===== src/rtl/frame_pkg.sv =====
`default_nettype none
// ============================================================================
// frame_pkg
// Shared constants, frame address helper and fetch FSM encoding.
// Rev 1.0
// ============================================================================
package frame_pkg;

  localparam logic [31:0] FRAME_BASE      = 32'h0001_0000;
  localparam int unsigned BEATS_PER_FRAME = 256;
  localparam logic [7:0]  LAST_BEAT_IDX   = 8'(BEATS_PER_FRAME - 1);
  localparam logic [7:0]  AXI_LEN_FRAME   = 8'(BEATS_PER_FRAME - 1);
  localparam logic [2:0]  AXI_SIZE_16B    = 3'b100;
  localparam logic [1:0]  AXI_BURST_INCR  = 2'b01;
  localparam logic [1:0]  AXI_RESP_OKAY   = 2'b00;

  typedef enum logic [1:0] {
    ST_IDLE  = 2'd0,
    ST_ADDR  = 2'd1,
    ST_DATA  = 2'd2,
    ST_DRAIN = 2'd3
  } fetch_state_e;

  // Each frame occupies one 4 KB page above the base.
  function automatic logic [31:0] frame_offset(input logic [4:0] frame_id);
    return {15'd0, frame_id, 12'h000};
  endfunction

endpackage
`default_nettype wire


===== src/rtl/axi_rd_skid.sv =====
`default_nettype none
// ============================================================================
// axi_rd_skid
// Two-entry valid/ready buffer with registered outputs (output reg + skid reg).
// Rev 1.0
// ============================================================================
module axi_rd_skid #(
  parameter int unsigned WIDTH = 137
) (
  input  logic             clk,
  input  logic             rst,
  input  logic             in_valid_i,
  input  logic [WIDTH-1:0] in_data_i,
  output logic             in_ready_o,
  output logic             out_valid_o,
  output logic [WIDTH-1:0] out_data_o,
  input  logic             out_ready_i
);

  logic             out_valid_q, out_valid_d;
  logic [WIDTH-1:0] out_data_q,  out_data_d;
  logic             skid_valid_q, skid_valid_d;
  logic [WIDTH-1:0] skid_data_q,  skid_data_d;
  logic             pop;
  logic             push;

  // The skid register only holds data while the output register is occupied,
  // so it alone marks the buffer full.
  assign in_ready_o  = !skid_valid_q;
  assign pop         = out_valid_q && out_ready_i;
  assign push        = in_valid_i && (!skid_valid_q || pop);
  assign out_valid_o = out_valid_q;
  assign out_data_o  = out_data_q;

  always_comb begin
    out_valid_d  = out_valid_q;
    out_data_d   = out_data_q;
    skid_valid_d = skid_valid_q;
    skid_data_d  = skid_data_q;
    if (pop) begin
      if (skid_valid_q) begin
        out_data_d   = skid_data_q;
        skid_valid_d = push;
        if (push) skid_data_d = in_data_i;
      end else begin
        out_valid_d = push;
        if (push) out_data_d = in_data_i;
      end
    end else if (push) begin
      if (out_valid_q) begin
        skid_valid_d = 1'b1;
        skid_data_d  = in_data_i;
      end else begin
        out_valid_d = 1'b1;
        out_data_d  = in_data_i;
      end
    end
  end

  always_ff @(posedge clk) begin
    if (rst) begin
      out_valid_q  <= 1'b0;
      out_data_q   <= '0;
      skid_valid_q <= 1'b0;
      skid_data_q  <= '0;
    end else begin
      out_valid_q  <= out_valid_d;
      out_data_q   <= out_data_d;
      skid_valid_q <= skid_valid_d;
      skid_data_q  <= skid_data_d;
    end
  end

endmodule
`default_nettype wire


===== src/rtl/frame_fetch_axi_rd.sv =====
`default_nettype none
// ============================================================================
// frame_fetch_axi_rd
// AXI4 read master fetching one 256-beat frame and streaming it downstream.
// Rev 1.0
// ============================================================================
module frame_fetch_axi_rd #(
  parameter int unsigned ID_WIDTH   = 4,
  parameter int unsigned DATA_WIDTH = 128,
  parameter int unsigned ADDR_WIDTH = 32,
  parameter logic [ADDR_WIDTH-1:0] FRAME_BASE = ADDR_WIDTH'(frame_pkg::FRAME_BASE)
) (
  input  logic                  clk,
  input  logic                  rst,
  input  logic                  req_valid,
  input  logic [4:0]            req_frame_id,
  output logic                  req_ready,
  output logic [ID_WIDTH-1:0]   arid_s_inf,
  output logic [ADDR_WIDTH-1:0] araddr_s_inf,
  output logic [7:0]            arlen_s_inf,
  output logic [2:0]            arsize_s_inf,
  output logic [1:0]            arburst_s_inf,
  output logic                  arvalid_s_inf,
  input  logic                  arready_s_inf,
  input  logic [ID_WIDTH-1:0]   rid_s_inf,
  input  logic [1:0]            rresp_s_inf,
  input  logic                  rlast_s_inf,
  input  logic [DATA_WIDTH-1:0] rdata_s_inf,
  input  logic                  rvalid_s_inf,
  output logic                  rready_s_inf,
  output logic                  beat_valid,
  input  logic                  beat_ready,
  output logic [DATA_WIDTH-1:0] beat_data,
  output logic [7:0]            beat_idx,
  output logic                  beat_last,
  output logic                  done,
  output logic                  err
);

  import frame_pkg::*;

  localparam int unsigned SKID_W = DATA_WIDTH + 9;

  fetch_state_e          state_q, state_d;
  logic [ADDR_WIDTH-1:0] araddr_q, araddr_d;
  logic                  arvalid_q, arvalid_d;
  logic [7:0]            cnt_q, cnt_d;
  logic                  err_q, err_d;
  logic                  done_q, done_d;

  logic                  skid_in_ready;
  logic                  skid_out_valid;
  logic [SKID_W-1:0]     skid_out_data;
  logic                  r_push;
  logic                  push_last;
  logic                  resp_bad;
  logic                  last_pop;

  assign rready_s_inf = (state_q == ST_DATA) && skid_in_ready;
  assign r_push       = rvalid_s_inf && rready_s_inf;
  // A missing rlast on beat 255 still ends the burst, so the frame never overruns.
  assign push_last    = rlast_s_inf || (cnt_q == LAST_BEAT_IDX);
  assign resp_bad     = (rresp_s_inf != AXI_RESP_OKAY) || (rid_s_inf != '0) ||
                        (rlast_s_inf != (cnt_q == LAST_BEAT_IDX));
  assign last_pop     = skid_out_valid && beat_ready && beat_last;

  axi_rd_skid #(
    .WIDTH (SKID_W)
  ) u_skid (
    .clk         (clk),
    .rst         (rst),
    .in_valid_i  (r_push),
    .in_data_i   ({rdata_s_inf, cnt_q, push_last}),
    .in_ready_o  (skid_in_ready),
    .out_valid_o (skid_out_valid),
    .out_data_o  (skid_out_data),
    .out_ready_i (beat_ready)
  );

  assign {beat_data, beat_idx, beat_last} = skid_out_data;
  assign beat_valid    = skid_out_valid;
  assign arid_s_inf    = '0;
  assign araddr_s_inf  = araddr_q;
  assign arlen_s_inf   = AXI_LEN_FRAME;
  assign arsize_s_inf  = AXI_SIZE_16B;
  assign arburst_s_inf = AXI_BURST_INCR;
  assign arvalid_s_inf = arvalid_q;
  assign done          = done_q;
  assign err           = err_q;

  always_comb begin
    state_d   = state_q;
    araddr_d  = araddr_q;
    arvalid_d = arvalid_q;
    cnt_d     = cnt_q;
    err_d     = err_q;
    done_d    = 1'b0;
    req_ready = 1'b0;
    case (state_q)
      ST_IDLE: begin
        req_ready = 1'b1;
        if (req_valid) begin
          araddr_d  = FRAME_BASE + ADDR_WIDTH'(frame_offset(req_frame_id));
          arvalid_d = 1'b1;
          cnt_d     = 8'd0;
          err_d     = 1'b0;
          state_d   = ST_ADDR;
        end
      end
      ST_ADDR: begin
        if (arvalid_q && arready_s_inf) begin
          arvalid_d = 1'b0;
          state_d   = ST_DATA;
        end
      end
      ST_DATA: begin
        if (r_push) begin
          cnt_d = cnt_q + 8'd1;
          if (resp_bad)  err_d   = 1'b1;
          if (push_last) state_d = ST_DRAIN;
        end
      end
      ST_DRAIN: begin
        if (last_pop) begin
          done_d  = 1'b1;
          state_d = ST_IDLE;
        end
      end
      default: state_d = ST_IDLE;
    endcase
  end

  always_ff @(posedge clk) begin
    if (rst) begin
      state_q   <= ST_IDLE;
      araddr_q  <= '0;
      arvalid_q <= 1'b0;
      cnt_q     <= 8'd0;
      err_q     <= 1'b0;
      done_q    <= 1'b0;
    end else begin
      state_q   <= state_d;
      araddr_q  <= araddr_d;
      arvalid_q <= arvalid_d;
      cnt_q     <= cnt_d;
      err_q     <= err_d;
      done_q    <= done_d;
    end
  end

endmodule
`default_nettype wire


===== config.mk =====
export PLATFORM = sky130hd
export DESIGN_NAME = frame_fetch_axi_rd
export DESIGN_NICKNAME = d
export VERILOG_FILES = /design/src/rtl/frame_pkg.sv /design/src/rtl/axi_rd_skid.sv /design/src/rtl/frame_fetch_axi_rd.sv
export SDC_FILE = /design/constraint.sdc
export NUM_CORES = 1
export LEC_CHECK = 0
export ABC_AREA = 1
export BUFFER_PORTS_ARGS = -buffer_cell sky130_fd_sc_hd__buf_4
export CAP_MARGIN = 20
export CORE_MARGIN = 3
export CORE_UTILIZATION = 25
export CTS_BUF_LIST = sky130_fd_sc_hd__clkbuf_8
export DETAILED_ROUTE_END_ITERATION = 8
export PLACE_DENSITY = 0.53
export SLEW_MARGIN = 20
export SYNTH_ARGS = -nofsm -noshare
export SYNTH_HDL_FRONTEND = slang
export SYNTH_SLANG_ARGS = --single-unit

===== constraint.sdc =====
create_clock -name clk -period 5.05 [get_ports clk]
set_clock_uncertainty 0.2 [all_clocks]
set_input_delay 0 -clock clk [delete_from_list [all_inputs] [get_ports clk]]
set_output_delay 0 -clock clk [all_outputs]
set_load 0.1 [all_outputs]

==> flow_metrics.tcl, run 1 <==
set metrics [dict create \
    status "complete, no violations" \
    vias 12639 \
    maxSlewViolCount 0 \
    die_w_um 227.0 \
    ant_nets 0 \
    synth_cells 1693 \
    dp_cells 2486 \
    cts_setup_buffers 0 \
    gr-total-overflow 0 \
    worstPathRequired_ns 5.39 \
    worst_pin_slew_ns 1.047 \
    hold_viol_final 0 \
    start_kind "flip-flop" \
    ys_seq_area_share_pct 48.38 \
    coreArea_mm2 0.04795 \
    final_cells 2887 \
    layout.nets 2377 \
    cts.sinks 295 \
    fmax_ghz 0.2994 \
    synth_edf_count 0 \
    root_buffer "clkbuf_8" \
    synth-async-reset-ratio_pct 0 \
    finalHoldWorstSlack_ns 0.05443 \
    worstPathArrival_ns 3.68 \
    synth_area_leaders "dfxtp_1 (48%), o21ai_0 (17%), nor2_1 (9.2%), a21oi_1 (6.1%), nand2_1 (5.3%)" \
    max_stage_delay_ns 0.80 \
    io_buffers 294 \
    grt_usage_pct 14.91 \
    utilization_pct 39.09 \
    numCtsBuffers 56 \
    synth_commonest_cells "o21ai_0 (412), nor2_1 (298), dfxtp_1 (295)" \
    drt-pass1-iter-count 5 \
    startpoint "u_skid.skid_valid_q$_SDFFE_PP0P_" \
    dr_wl_met3_um 2881 \
    path_cells "nand3_4 -> nand2_1 -> nand2_4 -> inv_8 -> nor2_1 -> nor2_1" \
    max-slew-margin-rel_pct 30.20 \
    fin_setup_tns_ns 0 \
    rsz0062_at_grt "false" \
    drive_above_1_share_pct 17.45 \
    yosysTopAreaCellShare_pct 48.38 \
    crit_type "reg2reg" \
    slowest_stage "inv_8" \
    ir_drop_mv 0.3316 \
    wl_met2_um 18350 \
    p_leak_nw 7.840 \
    synth_area_per_cell_um2 7.210 \
    synth_top_flop_cell "dfxtp_1" \
    grt_pass1_vias 12065 \
    end_kind "flip-flop" \
    h-tree-depth 2 \
    p_per_area_mw_per_mm2 471.7 \
    mappedNetlistArea_mm2 0.01221 \
    hp-class "in2reg" \
    antenna_found_initial 10 \
    die_h_um 227.0 \
    synth.distinct_cells 24 \
    die_area_mm2 0.05151 \
    drt-vias-per-instance 4.378 \
    wl_per_cell_um 13.99 \
    yosys_register_bits 295 \
    syn_to_final_growth_pct 53.53 \
    cap_viol_max_count 0 \
    yosys_warnings 0 \
    yosys.area.top_type "dfxtp_1" \
    met1_length_um 18280 \
    path_delay_family "simple AND/OR/NAND/NOR gates" \
    clockBufferDepth 3 \
    io_pins 338 \
    r2r-start "u_skid.skid_valid_q$_SDFFE_PP0P_" \
    cp_max_fo 136 \
    drc_errors 0 \
    ctsResizeCount 0 \
    drt_iter0_drc 672 \
    yosysMostFrequentCell "o21ai_0" \
    dp_hpwl_um 22750 \
    grt_max_degree 155 \
    clk_latency_ns 0.63 \
    topRoutingLayerUsed "met5" \
    grt_pass1_wl_um 62480 \
    power_w 0.008839 \
    min_period_over_period_pct 66.14 \
    timing.critical_path.mode_cell "nor2_1" \
    initial_core_util_pct 25.46 \
    clk_pin_slew_worst_paths_ns 0.06 \
    setup_viol 0 \
    placementRows 80 \
    wl_um 40380 \
    cp_num_buf_inv 1 \
    hold_start "rid_s_inf[0]" \
    cts_tree "done" \
    fin_crit_ns 3.340 \
    gp_congestion 0.7543 \
]
## per-stage QoR
stage                     setup WS, ns  area [um2]
after floorplan                  2.570       12360
after global placement           1.585       14570
after detailed placement         1.651       14570
after CTS                        1.408       18690
after global routing             1.370       18740
final                            1.710       18740
## state kept, by name, summed over array words and instances (netlist names)
| name | cells |
|---|---|
| u_skid.out_data_o | 137 |
| u_skid.skid_data_q | 137 |
| cnt_q | 8 |
| araddr_s_inf | 6 |
| state_q | 2 |
| arvalid_s_inf | 1 |
| done | 1 |
| err | 1 |
| u_skid.out_valid_o | 1 |
| u_skid.skid_valid_q | 1 |
## cells in the final DEF (no fill, tap or decap), types with 2 or more instances in the layout
cell type,instances
clkinvlp_4,4
nand3_1,8
nand2_1,173
clkbuf_8,70
a21oi_1,149
inv_1,171
o21ai_0,412
ha_1,6
dlygate4sd3_1,295
nor3_1,4
buf_4,299
dfxtp_1,295
o21ai_1,11
nor2_1,298
nand4_1,3
conb_1,43
clkinv_2,9
diode_2,8
bufinv_16,3
inv_6,2
## logic make-up after synthesis
group | count (synthesis) | synth area share, %
other | 2 | 0.06152
and+or+nand+nor | 490 | 15.35
adders and majority gates | 6 | 0.6150
AOI/OAI and AO/OA | 573 | 23.50
DFF | 295 | 48.38
buffers and inverters | 327 | 12.08
## worst register-to-register path, stage by stage (launching register included)
cell	delay, ns
dfxtp_1	0.43
nand3_4	0.58
nand2_1	0.35
nand2_4	0.45
inv_8	0.82
nor2_1	0.30
nor2_1	0.14
## routing by layer
layer	global-route usage (%)	up-vias
li1	-	6455
met1	19.27	5742
met2	24.18	362
met3	4.346	74
met4	4.494	6
met5	0	-
## cell type report
| class | instances | area, um2 |
|---|---|---|
| Tap cell | 615 | 769.5 |
| Fill cell | 4857 | 29210 |
| Clock inverter | 27 | 206.4 |
| Timing Repair Buffer | 596 | 5245 |
| Sequential cell | 295 | 5906 |
| Antenna cell | 8 | 20.02 |
| Multi-Input combinational cell | 1112 | 4997 |
| Clock buffer | 70 | 963.4 |
| Inverter | 164 | 633.1 |
## final timing paths
check                                         end  slack (ns)  cells past startpoint
max            u_skid.out_data_o[62]$_SDFFE_PP0P_        1.71                      6
min                              err$_SDFFE_PP0P_        0.05                      6
max reg2reg    u_skid.out_data_o[62]$_SDFFE_PP0P_        1.71                      6
min reg2reg  u_skid.skid_data_q[121]$_SDFFE_PP0P_        0.24                      2
## what timing repair did
action	CTS	global route
hold buffers	295	0
setup endpoints to repair	0	0
hold endpoints to repair	291	0
## power by group
| group | internal (W) | switching, W | total [W] |
|---|---|---|---|
| logic | 0.000853 | 0.00273 | 0.00359 |
| clock network | 0.00139 | 0.00108 | 0.00247 |
| registers | 0.00261 | 0.000169 | 0.00278 |
| total | 0.00486 | 0.00398 | 0.00884 |
Note: power is estimated with default switching activity, not from simulation.
==> run 2: changes to the inputs <==
--- a/config.mk
+++ b/config.mk
@@ -5,7 +5,7 @@
 export SDC_FILE = /design/constraint.sdc
 export NUM_CORES = 1
 export LEC_CHECK = 0
-export ABC_AREA = 1
+export ABC_AREA = 0
 export BUFFER_PORTS_ARGS = -buffer_cell sky130_fd_sc_hd__buf_4
 export CAP_MARGIN = 20
 export CORE_MARGIN = 3
==> constraint.sdc (replaced) <==
create_clock -name clk -period 3.2 [get_ports clk]
set_clock_uncertainty 0.2 [all_clocks]
set_input_delay 0 -clock clk [delete_from_list [all_inputs] [get_ports clk]]
set_output_delay 0 -clock clk [all_outputs]
set_load 0.1 [all_outputs]
==> flow_metrics.tcl, run 2 <==
set metrics [dict create \
    die_area_mm2 0.05091 \
    die_w_um 225.6 \
    rsz0062_at_grt "false" \
    die_h_um 225.6 \
    clk_pin_slew_worst_paths_ns 0.06 \
    synth.distinct_cells 38 \
    syn_to_final_growth_pct 60.33 \
    clockBufferDepth 3 \
    worst-r2r-cell-count 10 \
    synth_cells 1376 \
    synth-async-reset-ratio_pct 0 \
    status "complete, no violations" \
    synth_edf_count 0 \
    path_cells "nand4_1 -> nor2_1 -> nand3_1 -> ha_1 -> nor4_1 -> dlygate4sd3_1 -> nand2_1 -> dlygate4sd3_1 -> a21oi_1 -> nor2_1" \
    vias 11773 \
    synth_area_leaders "dfxtp_1 (49%), mux2i_1 (11%), nand2_1 (9.0%), a211oi_1 (8.7%), a21oi_1 (6.1%)" \
    synth_top_flop_cell "dfxtp_1" \
    max_stage_delay_ns 0.58 \
    placementRows 79 \
    cp_max_fo 5 \
    crit_type "reg2reg" \
    post-place-ws_ns 0.7049 \
    antenna_found_initial 1 \
    slowest_stage "dlygate4sd3_1" \
    cts_tree "done" \
    max-slew-margin-rel_pct 47.38 \
    utilization_pct 41.09 \
    final_common_cell "dlygate4sd3_1" \
    worst_pin_slew_ns 0.7894 \
    maxSlewViolCount 0 \
    path_delay_family "buffers and inverters" \
    hp-class "in2reg" \
    fmax_ghz 0.3287 \
    drt-vias-per-instance 4.453 \
    fin_setup_tns_ns 0 \
    wl_um 39550 \
    gp_congestion 0.7318 \
    layout_common_cells "dlygate4sd3_1 (377), buf_4 (303), dfxtp_1 (293)" \
    yosysMostFrequentCell "dfxtp_1" \
    cap_viol_max_count 0 \
    start_kind "flip-flop" \
    yosys_register_bits 295 \
    ir_drop_mv 0.3891 \
    numCtsBuffers 52 \
    synth_commonest_cells "dfxtp_1 (295), nand2_1 (288), nor2_1 (151)" \
    p_per_area_mw_per_mm2 686.6 \
    drt_iter0_drc 534 \
    drt-pass1-iter-count 4 \
    finalHoldWorstSlack_ns 0.1025 \
    h-tree-depth 2 \
    grt_pass1_vias 11902 \
    grt_usage_pct 15.04 \
    drc_errors 0 \
    fill_cells 4633 \
    drive_above_1_share_pct 19.40 \
    synth_area_per_cell_um2 8.764 \
    setup_viol 0 \
    wl_per_cell_um 14.96 \
    grt_max_degree 107 \
    yosys_warnings 0 \
    clk_latency_ns 0.61 \
    fin_crit_ns 3.042 \
    layout.nets 2157 \
    mappedNetlistArea_mm2 0.01206 \
    ant_nets 0 \
    coreArea_mm2 0.04705 \
    yosys.area.top_type "dfxtp_1" \
    cts.sinks 295 \
    io_buffers 294 \
    cp_num_buf_inv 2 \
    min_period_over_period_pct 95.06 \
    worstPathRequired_ns 3.50 \
    yosysTopAreaCellShare_pct 48.97 \
    gr-total-overflow 0 \
    root_buffer "clkbuf_8" \
    worstPathArrival_ns 3.34 \
    p_leak_nw 8.506 \
    hold_viol_final 0 \
    grt_pass1_wl_um 62320 \
    initial_core_util_pct 25.63 \
    ys_seq_area_share_pct 48.97 \
    end_kind "flip-flop" \
    io_pins 338 \
    path_depth 10 \
    dp_hpwl_um 22650 \
    whs_path_depth 6 \
    fin_ws_ns 0.1581 \
]
## run 2: changes by cell type after synthesis, sizes merged, moves of 114 or more
cell    change
a211oi    +140
nor2      -148
o21ai     -421
inv       -156
mux2i     +138
nand2     +114
## run 2: path summary, 6_finish.rpt
check | startpoint | endpoint | slack [ns]
min | rid_s_inf[1] | err$_SDFFE_PP0P_ | 0.10
min reg2reg | u_skid.skid_data_q[116]$_SDFFE_PP0P_ | u_skid.skid_data_q[116]$_SDFFE_PP0P_ | 0.25
max reg2reg | cnt_q[4]$_SDFFE_PP0P_ | err$_SDFFE_PP0P_ | 0.16
max | cnt_q[4]$_SDFFE_PP0P_ | err$_SDFFE_PP0P_ | 0.16
## run 2: layout make-up
class,count,area (um2),share of cell area (%)
antenna,1,2.502,0.01294
clock buffer,59,812.0,4.200
clock inverter,26,145.1,0.7507
inverter,8,30.03,0.1553
multi-input combinational,959,5446,28.17
sequential,295,5908,30.56
tap,607,759.5,3.928
timing repair buffer,689,6231,32.23
## run 2: metal layers
| layer | vias to the layer above | global-route usage, % | part of all wire (%) |
|---|---|---|---|
| li1 | 5888 | - | - |
| met1 | 5505 | 18.34 | 43 |
| met2 | 302 | 25.19 | 47 |
| met3 | 78 | 4.290 | 6.0 |
| met4 | 0 | 5.720 | 3.3 |
| met5 | - | 0 | 0 |
## run 2: what timing repair did
item                                   in CTS  in global routing
setup endpoints to repair                   0                 52
hold buffers                              377                  0
gates resized for setup                     0                  3
endpoints found under the hold margin     294                  0
buffers inserted                            0                  0
## run 2: per-stage QoR
stage                     area, um2  instances  power, W
final                         19330       2644   0.01327
after global routing          19330       2644   0.01391
after CTS                     19300       2642   0.01344
after detailed placement      14570       2180  0.009714
after global placement        14570       2180  0.009669
after floorplan               12210       1417  0.008570
## run 2: logic make-up (layout without fill, tap and decap cells)
| logic type | after synthesis | in the layout | synth area share [%] |
|---|---|---|---|
| adder cells (fa/ha/maj) | 6 | 6 | 0.6225 |
| flip-flops | 295 | 295 | 48.97 |
| buffers and inverters | 163 | 782 | 7.356 |
| XOR/XNOR | 6 | 6 | 0.4358 |
| AND/OR/NAND/NOR | 464 | 464 | 15.08 |
| other | 2 | 44 | 0.06228 |
| AO/OA/AOI/OAI | 301 | 301 | 15.90 |
| multiplexers | 139 | 139 | 11.58 |
## run 2: power breakdown
part           switching [W]  total (W)  internal [W]
registers           0.000257    0.00435       0.00409
clock network        0.00157    0.00332       0.00175
logic                0.00425    0.00561       0.00135
total                0.00608     0.0133       0.00719
## run 2: worst reg2reg max path, cell delays in order (launching register included)
cell	delay, ns
dfxtp_1	0.42
nand4_1	0.18
nor2_1	0.17
nand3_1	0.11
ha_1	0.30
nor4_1	0.15
dlygate4sd3_1	0.58
nand2_1	0.06
dlygate4sd3_1	0.57
a21oi_1	0.15
nor2_1	0.05
==> run 3: changes to the inputs <==
--- a/config.mk
+++ b/config.mk
@@ -8,7 +8,8 @@
 export ABC_AREA = 0
 export BUFFER_PORTS_ARGS = -buffer_cell sky130_fd_sc_hd__buf_4
 export CAP_MARGIN = 20
-export CORE_MARGIN = 3
+export CORE_ASPECT_RATIO = 1.1
+export CORE_MARGIN = 5
 export CORE_UTILIZATION = 25
 export CTS_BUF_LIST = sky130_fd_sc_hd__clkbuf_8
 export DETAILED_ROUTE_END_ITERATION = 8
==> flow_metrics.tcl, run 3 (synthesis results as in run 2) <==
set metrics [dict create \
    drt_iter0_drc 543 \
    crit_type "reg2reg" \
    layout.nets 2202 \
    grt_usage_pct 15.10 \
    placementRows 84 \
    r2r-end "u_skid.skid_data_q[127]$_SDFFE_PP0P_" \
    fill_cells 4575 \
    worstPathArrival_ns 3.23 \
    clk_latency_ns 0.62 \
    antenna_found_initial 4 \
    die_area_mm2 0.05273 \
    numCtsBuffers 55 \
    cts.sinks 295 \
    cts_setup_buffers 0 \
    p_per_area_mw_per_mm2 688.6 \
    maxSlewViolCount 0 \
    worstPathRequired_ns 3.55 \
    whs_path_depth 4 \
    r2r-start "state_q[0]$_SDFFE_PP0P_" \
    status "complete, no violations" \
    drt-vias-per-instance 4.419 \
    dp_hpwl_um 23400 \
    fin_setup_tns_ns 0 \
    initial_core_util_pct 25.22 \
    grt_pass1_wl_um 64770 \
    clockBufferDepth 3 \
    hold_viol_final 0 \
    clk_pin_slew_worst_paths_ns 0.06 \
    startpoint "state_q[0]$_SDFFE_PP0P_" \
    cp_max_fo 69 \
    seqCellArea_mm2 0.005906 \
    ir_drop_mv 0.4829 \
    max-slew-margin-rel_pct 53.25 \
    coreArea_mm2 0.04782 \
    h-tree-depth 2 \
    worst_pin_slew_ns 0.7013 \
    min_period_over_period_pct 90.06 \
    start_kind "flip-flop" \
    power_w 0.01381 \
    r2r_slack_ns 0.32 \
    end_kind "flip-flop" \
    fin_crit_ns 2.882 \
    gr-total-overflow 0 \
    drt-pass1-iter-count 4 \
    hold_start "rdata_s_inf[83]" \
    setup_viol 0 \
    die_w_um 219.4 \
    max_stage_delay_ns 0.59 \
    drc_errors 0 \
    path_cells "inv_1 -> ha_1 -> and4b_4 -> buf_12 -> nand2_1 -> dlygate4sd3_1 -> a21oi_1" \
    gp_congestion 0.7358 \
    rsz0062_at_grt "false" \
    ant_nets 0 \
    root_buffer "clkbuf_8" \
    utilization_pct 41.93 \
    io_pins 338 \
    wl_per_cell_um 15.19 \
    vias 12117 \
    syn_to_final_growth_pct 66.29 \
    multiInputGateArea_mm2 0.005444 \
    die_h_um 240.3 \
    grt_max_degree 120 \
    wl_um 41640 \
    cap_viol_max_count 0 \
    grt_pass1_vias 12427 \
    fmax_ghz 0.3470 \
    final_common_cell "dlygate4sd3_1" \
    drive_above_1_share_pct 19.44 \
    whs_endpoint "u_skid.out_data_o[92]$_SDFFE_PP0P_" \
    layout_common_cells "dlygate4sd3_1 (418), buf_4 (299), dfxtp_1 (295)" \
    worst-r2r-cell-count 7 \
    cts_tree "done" \
    hp-class "in2reg" \
    p_leak_nw 8.296 \
    io_buffers 294 \
    slowest_stage "ha_1" \
]
-- run 3: cell types whose count changed in the layout (fill, tap and decap cells not counted), moves of 2 or more --
cell / delta
dlygate4sd3_1: +41
bufinv_16: +3
dfxtp_2: -2
buf_4: -4
dfxtp_1: +2
clkinv_2: +6
inv_1: +2
diode_2: +2
clkbuf_8: +6
buf_12: +6
-- run 3: routing by layer --
metal  vias to the layer above  track usage [%]  routed length, um
li1                       5993                -                  -
met3                        87            3.639               2652
met5                         -                0                 13
met4                         2            6.833               1463
met2                       294            26.31              20460
met1                      5741            17.56              17050
-- run 3: worst max-delay path by stage --
stage                     slack, ns  depth (start not counted)                                    to
after global placement         0.81                          7    u_skid.out_data_o[36]$_SDFFE_PP0P_
after global routing           0.15                          7   u_skid.skid_data_q[90]$_SDFFE_PP0P_
after detailed placement       0.70                          7    u_skid.out_data_o[30]$_SDFFE_PP0P_
after floorplan                0.44                          7                 cnt_q[7]$_SDFFE_PP0P_
final                          0.32                          7  u_skid.skid_data_q[127]$_SDFFE_PP0P_
after CTS                      0.35                          7   u_skid.skid_data_q[37]$_SDFFE_PP0P_
-- run 3: layout make-up --
cell class | count | share of cell area [%]
antenna | 3 | 0.03744
inverter | 8 | 0.1497
clock inverter | 36 | 1.298
timing repair buffer | 731 | 33.43
clock buffer | 65 | 4.461
multi-input combinational | 959 | 27.15
sequential | 295 | 29.45
tap | 645 | 4.024
-- run 3: timing repair --
action / CTS / global route
hold endpoints to repair: 295 / 0
hold buffers: 418 / 0
resized for setup: 0 / 0
-- run 3: stage by stage --
stage                     area (um2)  std cells  setup WS, ns  hold WS, ns
after global routing           20050       2742        0.1539      0.06190
after global placement         14710       2220        0.8118      0.05708
after CTS                      20050       2739        0.3535      0.01592
after floorplan                12210       1417        0.4431     -0.09953
final                          20050       2742        0.3182      0.08959
after detailed placement       14710       2220        0.6972      0.06607
-- run 3: report_power, final --
group | internal (W) | switching, W | leakage, nW | total, W
logic | 0.00136 | 0.00426 | 5.24 | 0.00561
registers | 0.00409 | 0.000266 | 2.38 | 0.00436
clock network | 0.00217 | 0.00167 | 0.670 | 0.00384
total | 0.00761 | 0.00619 | 8.30 | 0.0138
-- run 3: critical path: cells and delay by family, from the launching register on --
kind	cells	cell delay (ns)
AOI/OAI and AO/OA	1	0.14
adders and majority gates	1	0.59
buffers and inverters	3	1.02
DFF	1	0.34
and+or+nand+nor	2	0.48
